**config.mk**
```make
export PLATFORM = sky130hd
export DESIGN_NAME = imem_boot_sequencer
export DESIGN_NICKNAME = d
export VERILOG_FILES = /design/src/rtl/imem_boot_sequencer.sv
export SDC_FILE = /design/constraint.sdc
export NUM_CORES = 1
export LEC_CHECK = 0
export ABC_CLOCK_PERIOD_IN_PS = 4500
export BUFFER_PORTS_ARGS = -buffer_cell sky130_fd_sc_hd__buf_2
export CORE_MARGIN = 1.5
export CORE_UTILIZATION = 49
export DETAILED_ROUTE_END_ITERATION = 8
export PLACE_DENSITY = 0.87
export RECOVER_POWER = 25
export SYNTH_ARGS = -nofsm -noshare
export SYNTH_HDL_FRONTEND = slang
export SYNTH_SLANG_ARGS = --single-unit
```
**constraint.sdc**
```tcl
create_clock -name CLK -period 4.5 [get_ports CLK]
set_input_delay 0.9 -clock CLK [delete_from_list [all_inputs] [get_ports CLK]]
set_output_delay 0.9 -clock CLK [all_outputs]
set_load 0.02 [all_outputs]
```
**src/rtl/imem_boot_sequencer.sv**
```systemverilog
// Boot/run controller wrapped around the single-cycle core.
// It holds the core in reset and streams a program into instruction memory.
// It then releases the core and supervises the run until the core fetches a
// halt instruction or the cycle budget expires. After that it freezes the
// core again and reports why the run ended.
//
// state   | meaning
// --------+---------------------------------------------------------------
// IDLE    | core held in reset, waiting for Start
// LOAD    | accepting program words, writing them to instruction memory
// RELEASE | one settling cycle before the core is let out of reset
// RUN     | core executing, run counter advancing, halt/budget watched
// HALT    | core frozen, Done with Halted/Timeout reporting the cause
module imem_boot_sequencer #(
  parameter int                    DATA_WIDTH = 32,
  parameter int                    ADDR_WIDTH = 8,
  parameter logic [DATA_WIDTH-1:0] HALT_INSTR = {DATA_WIDTH{1'b1}},
  parameter int                    CNT_WIDTH  = 16
) (
  input  logic                  CLK,
  input  logic                  RST,
  input  logic                  Start,
  input  logic                  Abort,
  input  logic [CNT_WIDTH-1:0]  Run_Cycles,
  input  logic                  Load_Valid,
  input  logic [DATA_WIDTH-1:0] Load_Data,
  input  logic                  Load_Last,
  output logic                  Load_Ready,
  output logic                  IMem_WE,
  output logic [ADDR_WIDTH-1:0] IMem_Addr,
  output logic [DATA_WIDTH-1:0] IMem_WData,
  output logic                  Core_RST,
  input  logic [DATA_WIDTH-1:0] Core_Instruction,
  output logic                  Busy,
  output logic                  Done,
  output logic                  Halted,
  output logic                  Timeout,
  output logic [ADDR_WIDTH:0]   Word_Count,
  output logic [CNT_WIDTH-1:0]  Run_Count
);

  typedef enum logic [2:0] {
    S_IDLE    = 3'd0,
    S_LOAD    = 3'd1,
    S_RELEASE = 3'd2,
    S_RUN     = 3'd3,
    S_HALT    = 3'd4
  } state_t;

  state_t                r_state;
  state_t                w_next;
  logic                  r_core_rst;
  logic                  r_halted;
  logic                  r_timeout;
  logic [ADDR_WIDTH:0]   r_word_count;
  logic [CNT_WIDTH-1:0]  r_run_count;
  logic [CNT_WIDTH-1:0]  r_budget;

  logic                  w_accept;
  logic                  w_start_acc;
  logic                  w_halt_hit;
  logic                  w_budget_hit;
  logic                  w_addr_full;

  assign w_accept     = Load_Valid & (r_state == S_LOAD);
  assign w_start_acc  = Start & ((r_state == S_IDLE) | (r_state == S_HALT));
  assign w_halt_hit   = (Core_Instruction == HALT_INSTR);
  // The budget is hit on the last of Run_Cycles RUN cycles (count starts at 0).
  assign w_budget_hit = (r_budget != '0) && (r_run_count == (r_budget - CNT_WIDTH'(1)));
  assign w_addr_full  = (r_word_count[ADDR_WIDTH-1:0] == {ADDR_WIDTH{1'b1}});

  // Next-state decode and combinational load-port outputs.
  always_comb begin
    w_next     = r_state;
    Load_Ready = 1'b0;
    Busy       = 1'b0;
    Done       = 1'b0;
    unique case (r_state)
      S_IDLE: begin
        if (Start) w_next = S_LOAD;
      end
      S_LOAD: begin
        Load_Ready = 1'b1;
        Busy       = 1'b1;
        if (Abort) w_next = S_IDLE;
        else if (w_accept && (Load_Last || w_addr_full)) w_next = S_RELEASE;
      end
      S_RELEASE: begin
        Busy = 1'b1;
        if (Abort) w_next = S_IDLE;
        else       w_next = S_RUN;
      end
      S_RUN: begin
        Busy = 1'b1;
        if (Abort) w_next = S_IDLE;
        else if (w_halt_hit || w_budget_hit) w_next = S_HALT;
      end
      S_HALT: begin
        Done = 1'b1;
        if (Start) w_next = S_LOAD;
      end
      default: w_next = S_IDLE;
    endcase
  end

  // State, counters, end-of-run flags and the registered core reset.
  always_ff @(posedge CLK) begin
    if (!RST) begin
      r_state      <= S_IDLE;
      r_core_rst   <= 1'b0;
      r_halted     <= 1'b0;
      r_timeout    <= 1'b0;
      r_word_count <= '0;
      r_run_count  <= '0;
      r_budget     <= '0;
    end else begin
      r_state    <= w_next;
      // Core runs only while the sequencer will be in RUN next cycle.
      r_core_rst <= (w_next == S_RUN);
      if (w_start_acc) begin
        r_word_count <= '0;
        r_run_count  <= '0;
        r_halted     <= 1'b0;
        r_timeout    <= 1'b0;
        r_budget     <= Run_Cycles;
      end else begin
        if (w_accept) r_word_count <= r_word_count + (ADDR_WIDTH+1)'(1);
        if (r_state == S_RUN && r_run_count != {CNT_WIDTH{1'b1}})
          r_run_count <= r_run_count + CNT_WIDTH'(1);
        // Halt fetch wins over budget expiry when both land together.
        if (r_state == S_RUN && !Abort && w_next == S_HALT) begin
          r_halted  <= w_halt_hit;
          r_timeout <= ~w_halt_hit;
        end
      end
    end
  end

  assign IMem_WE    = w_accept;
  assign IMem_Addr  = r_word_count[ADDR_WIDTH-1:0];
  assign IMem_WData = Load_Data;
  assign Core_RST   = r_core_rst;
  assign Halted     = r_halted;
  assign Timeout    = r_timeout;
  assign Word_Count = r_word_count;
  assign Run_Count  = r_run_count;

endmodule
```
Word-level counts from Yosys, hierarchy flattened:

Index checks and enable logic that the tools add are counted.

* flip-flop bits (word level): 47
* input port bits: 86
* output and inout bits: 72
* logic and storage cells: 48

* add/subtract/negate cells: 3
* equal/unequal tests: 10
* mux-type cells: 10
* bitwise logic cells: 5
* reduce and logical (&&, ||, !) cells: 13

Operator list (number)
* 32-bit == test (second input constant): 1
* 16-bit by 1-bit adder with 16-bit output (second input constant): 1
* 16-bit == test: 1
* 16-bit inequality test (second input constant): 1
* 16-bit nonzero test: 1
* 16-bit by 1-bit subtractor with 16-bit output (second input constant): 1
* 3-bit two-way mux: 5
* 3-bit one-hot mux with 4 select lines: 1
* 9-bit by 1-bit adder with 9-bit output (second input constant): 1
* 3-bit by 2-bit == test with 1-bit output (second input constant): 3
* 8-bit == test (second input constant): 1
* 3-bit == test (second input constant): 2
* 1-bit logical AND: 5
* 2-bit OR reduction: 2
* 3-bit by 1-bit == test with 1-bit output (second input constant): 1
* 3-bit logical NOT: 1
* 1-bit two-way mux: 3
* 3-bit OR reduction: 1
* 1-bit bitwise AND: 2
* 1-bit logical OR: 2
* 2-bit two-way mux: 1
* 1-bit NOT: 2
* 1-bit logical NOT: 1
* 1-bit bitwise OR: 1

Depth between registers and ports, before layout:

Gate-level depths: netlist of the first run.

* depth after elaboration: 9
* gate-level depth with buffers: 9
* gate-level depth less buffers: 9

Worst setup path after synthesis of the first run:

Ideal clock, no wire load.

* path type: reg-to-reg
* start point: register r_budget[0]
* end point: register r_state[1]
* setup time: 0.126 ns
* data arrival time: 2.430 ns
* data required time: 4.374 ns
* setup slack: 1.944 ns
* stages on the path, launching flop included: 9
* path buffers: 1
* period minus slack after synthesis: 2.556 ns
* cells stage by stage: dfxtp_1 or4_1 buf_2 nand4b_1 xnor2_1 or4_4 a2111oi_4 or3b_1 o211ai_1

* word-level cells in the longest chain between the ends: 7
* elaborated cells between the ends (all ways): 8
* classes of those cells: 1 x add/sub; 1 x eq/ne; 3 x mux; 3 x reduce/logical

Ends and longest elaborated chain
* start: declaration: line 57 `logic [CNT_WIDTH-1:0] r_budget;`
* start signal: assignment: line 125 `r_budget <= Run_Cycles;`
* 16-bit by 1-bit subtractor with 16-bit output: line 69 `assign w_budget_hit = (r_budget != '0) && (r_run_count == (r_budget - CNT_WIDTH'(1)));`
* 16-bit == test: line 69
* 1-bit logical AND *: line 69
* 1-bit logical OR *: line 96 `else if (w_halt_hit || w_budget_hit) w_next = S_HALT;`
* 3-bit two-way mux *: line 96
* 3-bit two-way mux *: line 95 `if (Abort) w_next = S_IDLE;`
* 3-bit one-hot mux with 4 select lines *: line 78 `unique case (r_state)`
* end signal: assignment: line 117 `r_state <= w_next;`
* end: declaration: line 50 `state_t r_state;`

Every way passes the cells marked *; elsewhere a longest branch is shown, timed or not.
A chain may end at the register's enable or synchronous reset.

Worst setup path after layout of the first run:

Ends and elaborated chain as after synthesis.

==> flow_summary.yaml, run 1 <==
clock_network:
  clkSinkCount: 47
  cts_resized: 0
  cts_buffers: 5
  clkTransAtPathRegs_ps: 90
  clockBufferDepth: 2
  root_buffer: "clkbuf_8"
  clock_latency_ps: 300
  cts_tree: "done"
  htree_levels: 2
  cts_setup_buffers: 0
  ctsHoldBuffers: 0
worst_setup_path:
  crit_chain: "or4_1 -> nand4b_1 -> xnor2_1 -> or4_4 -> a2111oi_4 -> or3b_1 -> o211ai_1"
  path_buf_inv: 0
  cp-start-kind: "flop"
  cp.arrival_ps: 3010
  crit_path_top_delay_cell: "or4_1"
  critPathKind: "flop to flop"
  end_kind: "flop"
  cp.required_ps: 4690
  max_stage_delay_ps: 660
  critPathMaxFanout: 7
  crit_family: "simple AND/OR/NAND/NOR gates"
place:
  dp_hpwl_um: 5410
  gp_congestion: 0.989
  place_area_um2: 3130
  placed_cells: 476
  io_buffers: 93
cells_and_area:
  fin_util: 0.573
  finalNonFillerCells: 484
  fin_area_um2: 3230
  drive_above_1_share: 0.255
  final_net_count: 501
  area_delta_synth_final_pct: 10.3
  antenna_cells: 0
synthesis:
  yosys.area.top_type: "dfxtp_1"
  synth_edf_count: 0
  ys_ff_latch: 47
  netlist_area_um2: 2930
  syn_nets: 455
  synth_top_area_frac: 0.321
  avgSynthCellArea_um2: 8.03
  ys.flop_type: "dfxtp_1"
  synthTopCellsByCount: "nand2_1 (51), dfxtp_1 (47), buf_4 (40), nor2_1 (40), xor2_1 (27)"
  synthDistinctLibCells: 50
  ys_async_sr_fraction: 0
  ys_seq_area_frac: 0.321
  yosysWarnings: 0
  yosysMostFrequentCell: "nand2_1"
  netlist_top_cells_area: "dfxtp_1 (32%), buf_4 (10%), xor2_1 (8.1%)"
  synth_cells: 365
power:
  seq_power_share: 0.486
  p_int_uw: 662
  p_sw_frac: 0.277
  clock_power_share: 0.340
  peakVddDrop_mv: 0.162
  combPwrFrac: 0.174
  leakage_uw: 0.00140
  net-switching-power_uw: 254
  powerDensity_nw_per_um2: 283
  power_uw: 917
sta:
  setup_viol: 0
  tightest_slew_ps: 879
  period_share: 0.626
  rsz0062_at_grt: "no"
  fin_setup_tns_ps: 0
  hold_viol_final: 0
  skew_ps: 8.92
  finalCriticalPeriod_ps: 2820
  slew-limit-headroom: 0.413
  fmax_mhz: 355
  slew_violations: 0
grt:
  grt_pass1_vias: 2394
  use_met1: 0.253
  grt_use_met3: 0.0432
  use_met2: 0.392
  grt-ovfl-total: 0
  busiest_layer: "met2"
  antenna_found_initial: 0
  grt_use_total: 0.217
  grt_max_degree: 29
  grt_pass1_wl_um: 11000
drt:
  via_per_inst: 5.53
  drt_iter0_drc: 128
  wl_per_cell_um: 14.2
  vias: 2675
  postRouteAntennaNets: 0
  dr.pass1.iters: 5
  routed_wl_um: 6860
  drc: 0
worst_hold_path:
  worstHoldPathType: "flop to flop"
run:
  drv_cap: 0
floorplanning:
  coreArea_um2: 5640
  fp.dieW_um: 80.4
  dieArea_um2: 6460
  io_pins: 158
  start_util: 0.520
  fp.dieH_um: 80.4
  rows: 27
outcome:
  status: "complete, no violations"
## area by class of cell
type / count / area, um^2
clock inverter: 3 / 43.8
tap: 72 / 90.1
sequential: 47 / 941
fill: 520 / 2410
clock buffer: 5 / 68.8
multi-input combinational: 260 / 1610
timing repair buffer: 93 / 462
inverter: 4 / 15.0
## worst paths after layout
check        cells after the start         end  slack, ps   startpoint
max                              7  r_state[1]       1680  r_budget[0]
min                              1     Timeout        480      Timeout
max reg2reg                      7  r_state[1]       1680  r_budget[0]
min reg2reg                      1     Timeout        480      Timeout
## registers in the layout (all words and copies together) (netlist names)
signal and cells:
Word_Count 9, Run_Count 16, r_budget 16, Timeout 1, Core_RST 1, r_state 3
Halted 1
## layout by cell type (no fill, tap or decap), drive strengths merged, types with 6 or more instances in the layout
cell type   n
nor3        8
nor2       40
xnor2      14
buf        90
nand3       6
a21boi     16
nand4      19
a21oi      11
dfxtp      47
xor2       27
clkbuf      8
nand2      51
## per-layer routing
metal / vias to the layer above / routed length [um]
met5: - / 0
met4: 0 / 116
met3: 14 / 432
met2: 116 / 3500
met1: 1230 / 2810
li1: 1315 / -
## through the flow
stage / worst slack, ps / hold slack [ps]
after CTS: 1690 / 483
after floorplan: 1940 / 466
after detailed placement: 1700 / 463
after global placement: 1770 / 465
after global routing: 1580 / 504
final: 1680 / 485
## logic make-up (layout without fill, tap and decap cells)
| logic type | Yosys count | in the layout | share of synthesized area |
|---|---|---|---|
| and+or+nand+nor | 163 | 163 | 0.280 |
| buffers and inverters | 58 | 105 | 0.128 |
| AOI/OAI and AO/OA | 50 | 50 | 0.124 |
| DFF | 47 | 47 | 0.321 |
| xor gates and xnor gates | 41 | 41 | 0.122 |
| adders and majority gates | 4 | 4 | 0.0171 |
| muxes | 2 | 2 | 0.00683 |
## power by group through the flow
stage	registers (uW)	logic, uW	clock network [uW]
after floorplan	449	157	0
after global placement	453	156	0
after detailed placement	455	158	0
after CTS	445	159	316
after global routing	448	176	337
final	445	160	312
No activity file was read; power rests on OpenSTA's default activity.
==> run 2: changes to the inputs <==
Settings changed: ABC_CLOCK_PERIOD_IN_PS 4500 to 2900, CORE_UTILIZATION 49 to 45, PLACE_DENSITY 0.87 to 0.8.
Clock period 4.5 ns to 2.9 ns, I/O delays scaled along.
==> run 2 against run 1 <==
Compared with the run above: combinational power increased by 64%; highest routed layer unchanged; design area increased by 1.2%; sequential power increased by 55%; worst hold slack improved by 14 ps.
==> flow_summary.yaml, run 2 (synthesized netlist as in run 1, its figures left out) <==
outcome:
  status: "complete, no violations"
clock_network:
  cts_setup_buffers: 0
  cts_resized: 0
  root_buffer: "clkbuf_8"
  htree_levels: 2
  ctsHoldBuffers: 0
  clkTransAtPathRegs_ps: 100
  clkSinkCount: 47
  cts_buffers: 5
  clock_latency_ps: 310
  clockBufferDepth: 2
  cts_tree: "done"
place:
  io_buffers: 93
  place_ws_ps: 136
  dp_hpwl_um: 5520
  placed_cells: 487
  gp_congestion: 0.859
cells_and_area:
  final_net_count: 507
  fill_cells: 640
  mostFrequentLayoutCells: "buf_2 (93), nand2_1 (51), dfxtp_1 (47), nor2_1 (40), xor2_1 (27)"
  layout_commonest_cell: "buf_2"
  multiInputGateArea_um2: 1610
  finalNonFillerCells: 495
  area_delta_synth_final_pct: 11.7
  regArea_um2: 941
  drive_above_1_share: 0.273
  antenna_cells: 0
sta:
  setup_viol: 0
  period_share: 0.931
  slew-limit-headroom: 0.558
  slew_violations: 0
  holdWs_ps: 499
  hold_viol_final: 0
  fmax_mhz: 370
  rsz0062_at_grt: "no"
  finalCriticalPeriod_ps: 2700
  fin_setup_tns_ps: 0
  setup_slack_ps: 199
  tightest_slew_ps: 659
  skew_ps: 10.4
floorplanning:
  dieArea_um2: 7010
  fp.dieW_um: 83.7
  start_util: 0.464
  coreArea_um2: 6310
  io_pins: 158
  rows: 29
  fp.dieH_um: 83.7
drt:
  routed_wl_um: 6970
  drt_iter0_drc: 120
  via_per_inst: 5.41
  wl_per_cell_um: 14.1
  dr.pass1.iters: 4
  drc: 0
  postRouteAntennaNets: 0
  vias: 2680
grt:
  antenna_found_initial: 0
  grt_pass1_vias: 2442
  grt-ovfl-total: 0
  grt_pass1_wl_um: 11300
  grt_use_total: 0.196
  grt_max_degree: 22
worst_setup_path:
  crit_chain: "or4_1 -> o31a_1 -> a211o_1 -> a21o_1 -> a2111oi_4 -> or3b_1 -> o211ai_1"
  crit_end: "r_state[1]"
  critPathLaunch: "r_budget[0]"
  critPathKind: "flop to flop"
  rr_worst_depth: 7
  cp.arrival_ps: 2910
  reg2reg_slack_ps: 200
  cp.required_ps: 3100
  end_kind: "flop"
  critPathMaxFanout: 7
  rr_startpoint: "r_budget[0]"
  crit_path_top_delay_cell: "or4_1"
  regToRegEndpoint: "r_state[1]"
  cp-start-kind: "flop"
  max_stage_delay_ps: 650
worst_hold_path:
  worstHoldPathType: "flop to flop"
  hp-start: "Timeout"
power:
  leakage_uw: 0.00143
  peakVddDrop_mv: 0.229
  powerDensity_nw_per_um2: 420
  power_uw: 1380
run:
  drv_cap: 0
run 2: power by group:
group          switching, uW  total (uW)  internal, uW
clock network            245         423           179
registers               26.6         690           664
logic                    144         262           118
run 2: stage by stage:
stage	area, um^2	util
6_report	3270	0.518
5_1_grt	3270	0.518
4_1_cts	3270	0.518
3_5_place_dp	3180	0.503
3_3_place_gp	3180	0.503
2_1_floorplan	2930	-
run 2: worst min path at each step:
| stage | to | cells past startpoint |
|---|---|---|
| floorplan | r_budget[1] | 2 |
| global placement | r_budget[1] | 2 |
| detailed placement | Timeout | 1 |
| CTS | r_budget[0] | 3 |
| global route | r_budget[0] | 3 |
| finish | Timeout | 1 |
run 2: cell type report:
class,instances,share of cell area
Sequential cell,47,0.287
Multi-Input combinational cell,260,0.493
Clock buffer,5,0.0210
Tap cell,77,0.0294
Timing Repair Buffer,99,0.156
Clock inverter,3,0.00841
Inverter,4,0.00459
run 2: per-layer routing:
| layer | part of all wire | GRT usage |
|---|---|---|
| met4 | 0.022 | 0.0745 |
| met1 | 0.42 | 0.228 |
| met3 | 0.063 | 0.0445 |
| met5 | 0 | 0 |
| met2 | 0.50 | 0.350 |
run 2: critical path: cells and delay by family (launching register included):
family,cells,cell delay (ps)
flip-flops,1,360
AND/OR/NAND/NOR,2,870
AO/OA/AOI/OAI,5,1360
